[config.mk]
export PLATFORM = sky130hd
export DESIGN_NAME = alu_mdu
export DESIGN_NICKNAME = d
export VERILOG_FILES = /design/src/rtl/alu_mdu_pkg.sv /design/src/rtl/alu_mdu_core.sv /design/src/rtl/alu_mdu.sv
export SDC_FILE = /design/constraint.sdc
export NUM_CORES = 1
export LEC_CHECK = 0
export CAP_MARGIN = 20
export CORE_ASPECT_RATIO = 1.75
export CORE_UTILIZATION = 30
export CTS_CLUSTER_DIAMETER = 50
export DETAILED_ROUTE_END_ITERATION = 10
export DONT_BUFFER_PORTS = 1
export SLEW_MARGIN = 20
export SYNTH_ARGS = -nofsm -noshare
export SYNTH_HDL_FRONTEND = slang
export SYNTH_SLANG_ARGS = --single-unit
[constraint.sdc]
create_clock -name clk -period 6.8 [get_ports clk]
set_input_delay 1.02 -clock clk [delete_from_list [all_inputs] [get_ports clk]]
set_output_delay 1.02 -clock clk [all_outputs]
set_load 0.005 [all_outputs]
[src/rtl/alu_mdu_pkg.sv]
// Shared op-codes, FSM states and MDU command type for the EX-stage ALU/MDU.
package alu_mdu_pkg;

  localparam int unsigned OP_W = 6;

  localparam logic [OP_W-1:0] OP_SLL   = 6'h00;
  localparam logic [OP_W-1:0] OP_SRL   = 6'h02;
  localparam logic [OP_W-1:0] OP_SRA   = 6'h03;
  localparam logic [OP_W-1:0] OP_LUI   = 6'h0F;
  localparam logic [OP_W-1:0] OP_MFHI  = 6'h10;
  localparam logic [OP_W-1:0] OP_MTHI  = 6'h11;
  localparam logic [OP_W-1:0] OP_MFLO  = 6'h12;
  localparam logic [OP_W-1:0] OP_MTLO  = 6'h13;
  localparam logic [OP_W-1:0] OP_MULT  = 6'h18;
  localparam logic [OP_W-1:0] OP_MULTU = 6'h19;
  localparam logic [OP_W-1:0] OP_DIV   = 6'h1A;
  localparam logic [OP_W-1:0] OP_DIVU  = 6'h1B;
  localparam logic [OP_W-1:0] OP_ADD   = 6'h20;
  localparam logic [OP_W-1:0] OP_ADDU  = 6'h21;
  localparam logic [OP_W-1:0] OP_SUBU  = 6'h23;
  localparam logic [OP_W-1:0] OP_AND   = 6'h24;
  localparam logic [OP_W-1:0] OP_OR    = 6'h25;
  localparam logic [OP_W-1:0] OP_XOR   = 6'h26;
  localparam logic [OP_W-1:0] OP_NOR   = 6'h27;
  localparam logic [OP_W-1:0] OP_SLT   = 6'h2A;
  localparam logic [OP_W-1:0] OP_SLTU  = 6'h2B;

  typedef enum logic [1:0] {ST_IDLE, ST_ITER, ST_FIX, ST_DONE} mdu_state_e;

  typedef enum logic [2:0] {
    MDU_NONE, MDU_MULT, MDU_MULTU, MDU_DIV, MDU_DIVU, MDU_MTHI, MDU_MTLO
  } mdu_op_e;

endpackage

[src/rtl/alu_mdu_core.sv]
// Iterative multiply/divide unit: shift-add multiply, restoring divide, sign fix-up
// on magnitudes, and the architectural HI/LO registers.
module mdu_core
  import alu_mdu_pkg::*;
#(
  parameter int unsigned WIDTH = 32
) (
  input  logic             clk,
  input  logic             rst,
  input  logic             start_i,
  input  mdu_op_e          op_i,
  input  logic [WIDTH-1:0] a_i,
  input  logic [WIDTH-1:0] b_i,
  output logic             busy_o,
  output logic             done_o,
  output logic [WIDTH-1:0] hi_o,
  output logic [WIDTH-1:0] lo_o
);

  localparam int unsigned CNT_W = $clog2(WIDTH + 1);

  mdu_state_e         state_q;
  logic [2*WIDTH-1:0] acc_q;
  logic [WIDTH-1:0]   opb_q;
  logic [CNT_W-1:0]   cnt_q;
  logic               is_div_q, neg_q_q, neg_r_q, div0_q;
  logic [WIDTH-1:0]   hi_q, lo_q;
  logic               busy_q, done_q;

  logic               can_accept_c, is_mul_c, is_div_c, is_signed_c;
  logic [WIDTH-1:0]   mag_a_c, mag_b_c;
  logic [WIDTH:0]     mul_sum_c;
  logic [2*WIDTH-1:0] mul_next_c, div_next_c, prod_c;
  logic [2*WIDTH:0]   div_sh_c;
  logic [WIDTH:0]     trial_c;
  logic [WIDTH-1:0]   quo_c, rem_c;

  always_comb begin
    can_accept_c = (state_q == ST_IDLE) || (state_q == ST_DONE);
    is_mul_c     = (op_i == MDU_MULT) || (op_i == MDU_MULTU);
    is_div_c     = (op_i == MDU_DIV)  || (op_i == MDU_DIVU);
    is_signed_c  = (op_i == MDU_MULT) || (op_i == MDU_DIV);
    mag_a_c      = (is_signed_c && a_i[WIDTH-1]) ? -a_i : a_i;
    mag_b_c      = (is_signed_c && b_i[WIDTH-1]) ? -b_i : b_i;
    // Multiply: conditional add into upper half, then shift the whole accumulator right
    mul_sum_c    = {1'b0, acc_q[2*WIDTH-1:WIDTH]} + {1'b0, (acc_q[0] ? opb_q : WIDTH'(0))};
    mul_next_c   = {mul_sum_c, acc_q[WIDTH-1:1]};
    // Divide: shift {rem,quo} left, trial-subtract divisor, keep result if non-negative
    div_sh_c     = {acc_q, 1'b0};
    trial_c      = div_sh_c[2*WIDTH:WIDTH] - {1'b0, opb_q};
    div_next_c   = trial_c[WIDTH] ? div_sh_c[2*WIDTH-1:0]
                                  : {trial_c[WIDTH-1:0], div_sh_c[WIDTH-1:1], 1'b1};
    prod_c       = neg_q_q ? -acc_q : acc_q;
    quo_c        = neg_q_q ? -acc_q[WIDTH-1:0] : acc_q[WIDTH-1:0];
    rem_c        = neg_r_q ? -acc_q[2*WIDTH-1:WIDTH] : acc_q[2*WIDTH-1:WIDTH];
  end

  always_ff @(posedge clk or posedge rst) begin
    if (rst) begin
      state_q  <= ST_IDLE;
      acc_q    <= '0;
      opb_q    <= '0;
      cnt_q    <= '0;
      is_div_q <= 1'b0;
      neg_q_q  <= 1'b0;
      neg_r_q  <= 1'b0;
      div0_q   <= 1'b0;
      hi_q     <= '0;
      lo_q     <= '0;
      busy_q   <= 1'b0;
      done_q   <= 1'b0;
    end else begin
      done_q <= 1'b0;
      case (state_q)
        ST_IDLE, ST_DONE: begin
          state_q <= ST_IDLE;
          if (start_i && can_accept_c && (is_mul_c || is_div_c)) begin
            is_div_q <= is_div_c;
            neg_q_q  <= is_signed_c && (a_i[WIDTH-1] ^ b_i[WIDTH-1]);
            neg_r_q  <= is_signed_c && a_i[WIDTH-1];
            opb_q    <= mag_b_c;
            cnt_q    <= CNT_W'(WIDTH);
            busy_q   <= 1'b1;
            if (is_div_c && (b_i == '0)) begin
              // Divide by zero skips iteration; raw dividend is parked for HI
              div0_q  <= 1'b1;
              acc_q   <= {a_i, WIDTH'(0)};
              state_q <= ST_FIX;
            end else begin
              div0_q  <= 1'b0;
              acc_q   <= {WIDTH'(0), mag_a_c};
              state_q <= ST_ITER;
            end
          end else if (start_i && (op_i == MDU_MTHI)) begin
            hi_q <= a_i;
          end else if (start_i && (op_i == MDU_MTLO)) begin
            lo_q <= a_i;
          end
        end
        ST_ITER: begin
          acc_q <= is_div_q ? div_next_c : mul_next_c;
          cnt_q <= cnt_q - CNT_W'(1);
          if (cnt_q == CNT_W'(1)) state_q <= ST_FIX;
        end
        ST_FIX: begin
          if (div0_q) begin
            hi_q <= acc_q[2*WIDTH-1:WIDTH];
            lo_q <= '1;
          end else if (is_div_q) begin
            hi_q <= rem_c;
            lo_q <= quo_c;
          end else begin
            {hi_q, lo_q} <= prod_c;
          end
          busy_q  <= 1'b0;
          done_q  <= 1'b1;
          state_q <= ST_DONE;
        end
        default: state_q <= ST_IDLE;
      endcase
    end
  end

  assign busy_o = busy_q;
  assign done_o = done_q;
  assign hi_o   = hi_q;
  assign lo_o   = lo_q;

endmodule

[src/rtl/alu_mdu.sv]
// EX-stage ALU: same-cycle combinational ops plus the iterative MDU with HI/LO.
module alu_mdu
  import alu_mdu_pkg::*;
#(
  parameter int unsigned WIDTH  = 32,
  parameter int unsigned SHW    = $clog2(WIDTH),
  parameter int unsigned CTRL_W = 6
) (
  input  logic              clk,
  input  logic              rst,
  input  logic [CTRL_W-1:0] alu_ctrl,
  input  logic [WIDTH-1:0]  a,
  input  logic [WIDTH-1:0]  b,
  input  logic              start,
  output logic [WIDTH-1:0]  c,
  output logic              zero,
  output logic              busy,
  output logic              done,
  output logic [WIDTH-1:0]  hi,
  output logic [WIDTH-1:0]  lo
);

  logic [WIDTH-1:0] res_c;
  logic [SHW-1:0]   shamt_c;
  mdu_op_e          mdu_op_c;

  assign shamt_c = a[SHW-1:0];

  always_comb begin
    res_c    = '0;
    mdu_op_c = MDU_NONE;
    case (alu_ctrl)
      CTRL_W'(OP_ADD), CTRL_W'(OP_ADDU): res_c = a + b;
      CTRL_W'(OP_SUBU):  res_c = a - b;
      CTRL_W'(OP_AND):   res_c = a & b;
      CTRL_W'(OP_OR):    res_c = a | b;
      CTRL_W'(OP_XOR):   res_c = a ^ b;
      CTRL_W'(OP_NOR):   res_c = ~(a | b);
      CTRL_W'(OP_SLT):   res_c = WIDTH'($signed(a) < $signed(b));
      CTRL_W'(OP_SLTU):  res_c = WIDTH'(a < b);
      CTRL_W'(OP_LUI):   res_c = {b[WIDTH/2-1:0], (WIDTH/2)'(0)};
      CTRL_W'(OP_SLL):   res_c = b << shamt_c;
      CTRL_W'(OP_SRL):   res_c = b >> shamt_c;
      CTRL_W'(OP_SRA):   res_c = $signed(b) >>> shamt_c;
      CTRL_W'(OP_MFHI):  res_c = hi;
      CTRL_W'(OP_MFLO):  res_c = lo;
      CTRL_W'(OP_MULT):  mdu_op_c = MDU_MULT;
      CTRL_W'(OP_MULTU): mdu_op_c = MDU_MULTU;
      CTRL_W'(OP_DIV):   mdu_op_c = MDU_DIV;
      CTRL_W'(OP_DIVU):  mdu_op_c = MDU_DIVU;
      CTRL_W'(OP_MTHI):  mdu_op_c = MDU_MTHI;
      CTRL_W'(OP_MTLO):  mdu_op_c = MDU_MTLO;
      default: ;
    endcase
  end

  assign c    = res_c;
  assign zero = (a == b);

  mdu_core #(.WIDTH(WIDTH)) u_mdu (
    .clk     (clk),
    .rst     (rst),
    .start_i (start),
    .op_i    (mdu_op_c),
    .a_i     (a),
    .b_i     (b),
    .busy_o  (busy),
    .done_o  (done),
    .hi_o    (hi),
    .lo_o    (lo)
  );

endmodule

==> flow_summary.yaml <==
synthesis:
  syn_inst: 3273
  syn_nets: 3527
  muxShareOfSynthArea_pct: 8.71
  yosysWarningCount: 0
  synth-adder-area-share_pct: 9.51
  synth-compound-area-share_pct: 30.2
  synth_seq_cells: 174
  synth_seq_area_share_pct: 18.1
  netlist_area_um2: 24100
  synth_top_flop_cell: "dfrtp_1"
  syn_area_per_cell_um2: 7.37
  synth_cell_types: 102
  synthXorXnorAreaFrac_pct: 7.63
  synth-simple-area-share_pct: 19.3
  async_flop_share_pct: 100
  synth_edf_count: 0
  synth_top_family_by_area: "compound AO/OA/AOI/OAI gates"
sta:
  hold_viol_final: 0
  slew_viol_final: 0
  tightestPinTransition_ps: 1310
  setup_tns_ps: 0
  rsz0062_at_grt: "no"
  fmax_ghz: 0.167
  skew_ps: 24.9
  min_period_ps: 6000
  post-route-period-util_pct: 88.2
  relSlewSlack_pct: 12.4
  setup_viol: 0
grt:
  first_global_vias: 26400
  grt_pass1_wl_um: 196000
  antenna_found_initial: 8
  gr-total-overflow: 0
  track_usage_pct: 33.6
  grt_max_degree: 110
setup_path:
  critPathMaxFanout: 93
  worst-endpoint-arrival_ps: 4980
  critical-path-slowest-cell: "a2111oi_2"
  critPathBufInv: 2
  required_ps: 5780
  cpLargestDelayFamily: "compound AO/OA/AOI/OAI gates"
  max_stage_delay_ps: 570
  r2r-start: "u_mdu.acc_q[0]"
  critPathLaunch: "a[1]"
  crit_path_end_kind: "primary output"
  path_cells: "inv_1 -> ha_1 -> o21ba_2 -> o311ai_1 -> a2111oi_2 -> buf_4 -> a2111oi_2 -> nor2_1 -> o21ai_1 -> a31oi_1 -> o21a_1 -> mux2_1 -> o221ai_1"
  cp_common_cell: "a2111oi_2"
  criticalPathCategory: "input port to primary output"
  cp-start-kind: "input port"
clock_tree:
  clkTransAtPathRegs_ps: 80
  htreeDepth: 4
  clk_path_buf_depth: 3
  post_cts_hold_buffer_count: 0
  cts_tree: "yes"
  cts_resized: 0
  cts.sink_count: 174
  root_buffer: "clkbuf_16"
  post_cts_buffers: 0
  cts_buffers: 25
  clk_latency_ps: 510
detailed_routing:
  viasPerCell: 6.46
  drtAntennaViolNets: 0
  drt_wl_total_um: 140000
  drt-wirelength-per-cell_um: 33.5
  drt_iter0_markers: 2642
  firstDrtPassIters: 10
  drc: 0
  num_vias: 26900
layout:
  drive_gt1_share_pct: 7.11
  post-route-util_pct: 32.4
  postLayoutCellArea_um2: 25800
  layout.nets: 3373
  fillers: 8615
  multi_input_area_um2: 18300
  seq_area_um2: 4360
  area_growth_pct: 6.95
placed_design:
  dp_hpwl_um: 108000
  port_buffers: 0
  routabilityCongestion: 1.07
  postPlaceCellArea_um2: 25000
outcome:
  outcome: "complete, no violations"
flow_run:
  cap_violations: 0
floorplanning:
  io_pins: 172
  core_area_um2: 79700
  die_area_um2: 81600
  fp.dieH_um: 377
  chipWidth_um: 216
  initial_core_util_pct: 30.3
  rows: 137
pwr:
  comb_power_share_pct: 62.8
  p_per_area_nw_per_um2: 414
  clkPwrFrac_pct: 11.2
  p_total_mw: 10.7
  switchingPower_mw: 5.82
  leakagePower_nw: 10.6
  swShare_pct: 54.5
  power.internal_mw: 4.85
  p_seq_share_pct: 26.0
  vdd_drop_max_v: 0.000208
min_path:
  worstHoldPathType: "input port to asynchronous set/reset pin"
==> flip-flops by register name, summed over array words and instances (netlist names) <==
register,cells
u_mdu.done_o,1
u_mdu.is_div_q,1
u_mdu.lo_o,32
u_mdu.div0_q,1
u_mdu.neg_q_q,1
u_mdu.neg_r_q,1
u_mdu.busy_o,1
u_mdu.acc_q,64
u_mdu.opb_q,32
u_mdu.hi_o,32
u_mdu.cnt_q,6
u_mdu.state_q,2
==> per-stage QoR <==
stage | cells | setup WS [ps] | hold slack (ps)
after floorplan | 3273 | 1060 | 450
after global placement | 4132 | 980 | 465
after detailed placement | 4132 | 960 | 475
after CTS | 4163 | 954 | 488
after global routing | 4165 | 774 | 506
final | 4170 | 804 | 438
==> cell type report <==
| class | count | area share [%] |
|---|---|---|
| Multi-Input combinational cell | 2695 | 71.0 |
| Sequential cell | 174 | 16.9 |
| Tap cell | 1042 | 5.05 |
| Clock buffer | 30 | 2.61 |
| Inverter | 154 | 2.27 |
| Timing Repair Buffer | 69 | 2.05 |
| Clock inverter | 1 | 0.116 |
| Antenna cell | 5 | 0.0485 |
==> layout by cell type, fill, tap and decap left out, types with 51 or more instances in the layout <==
cell type	instances
a21o_1	62
a21oi_1	294
buf_4	67
dfrtp_1	173
ha_1	176
inv_1	148
mux2i_1	92
nand2_1	299
nand3_1	55
nor2_1	361
nor3_1	69
o21ai_0	306
o22ai_1	51
xnor2_1	167
==> path summary, 6_finish.rpt <==
path,endpoint,slack (ps),cells past startpoint
max in group asynchronous,u_mdu.is_div_q,4730,2
setup reg to reg,u_mdu.acc_q[62],1650,14
hold reg to reg,u_mdu.opb_q[7],490,2
setup / recovery,c[31],800,13
hold / removal,u_mdu.lo_o[9],440,1
min in group clk,u_mdu.opb_q[7],490,2
==> cell families after synthesis <==
logic type | Yosys count
and+or+nand+nor | 1011
xor gates and xnor gates | 208
adders and majority gates | 181
AOI/OAI and AO/OA | 1141
muxes | 154
DFF | 174
buffers and inverters | 404
==> power groups by stage <==
stage,logic (mW),clock network [mW],registers [mW]
3_3_place_gp,6.45,0,2.69
2_1_floorplan,5.03,0,1.97
4_1_cts,6.55,1.20,2.68
5_1_grt,7.27,1.23,2.79
3_5_place_dp,6.52,0,2.70
6_report,6.70,1.20,2.77
==> routing by layer <==
metal / track usage, % / vias up / part of all wire, %
met5: 0 / - / 0.0079
met4: 31.0 / 2 / 11
met3: 9.80 / 626 / 8.8
met2: 58.1 / 1619 / 48
met1: 31.9 / 13100 / 32
li1: - / 11600 / -
==> Yosys cell counts, types with 47 or more instances <==
| cell | n | area share, % |
|---|---|---|
| a211oi_1 | 47 | 1.5 |
| a21o_1 | 62 | 1.9 |
| xnor2_1 | 168 | 6.1 |
| nand3_1 | 56 | 1.2 |
| a21oi_1 | 296 | 6.1 |
| dfrtp_1 | 174 | 18 |
| mux2i_1 | 93 | 3.9 |
| inv_1 | 149 | 2.3 |
| o22ai_1 | 51 | 1.3 |
| nor2_1 | 365 | 5.7 |
| clkbuf_1 | 188 | 2.9 |
| o21ai_0 | 307 | 6.4 |
| ha_1 | 177 | 9.2 |
| nor3_1 | 71 | 1.5 |
| nand2_1 | 300 | 4.7 |
Note: power is estimated with default switching activity, not from simulation.
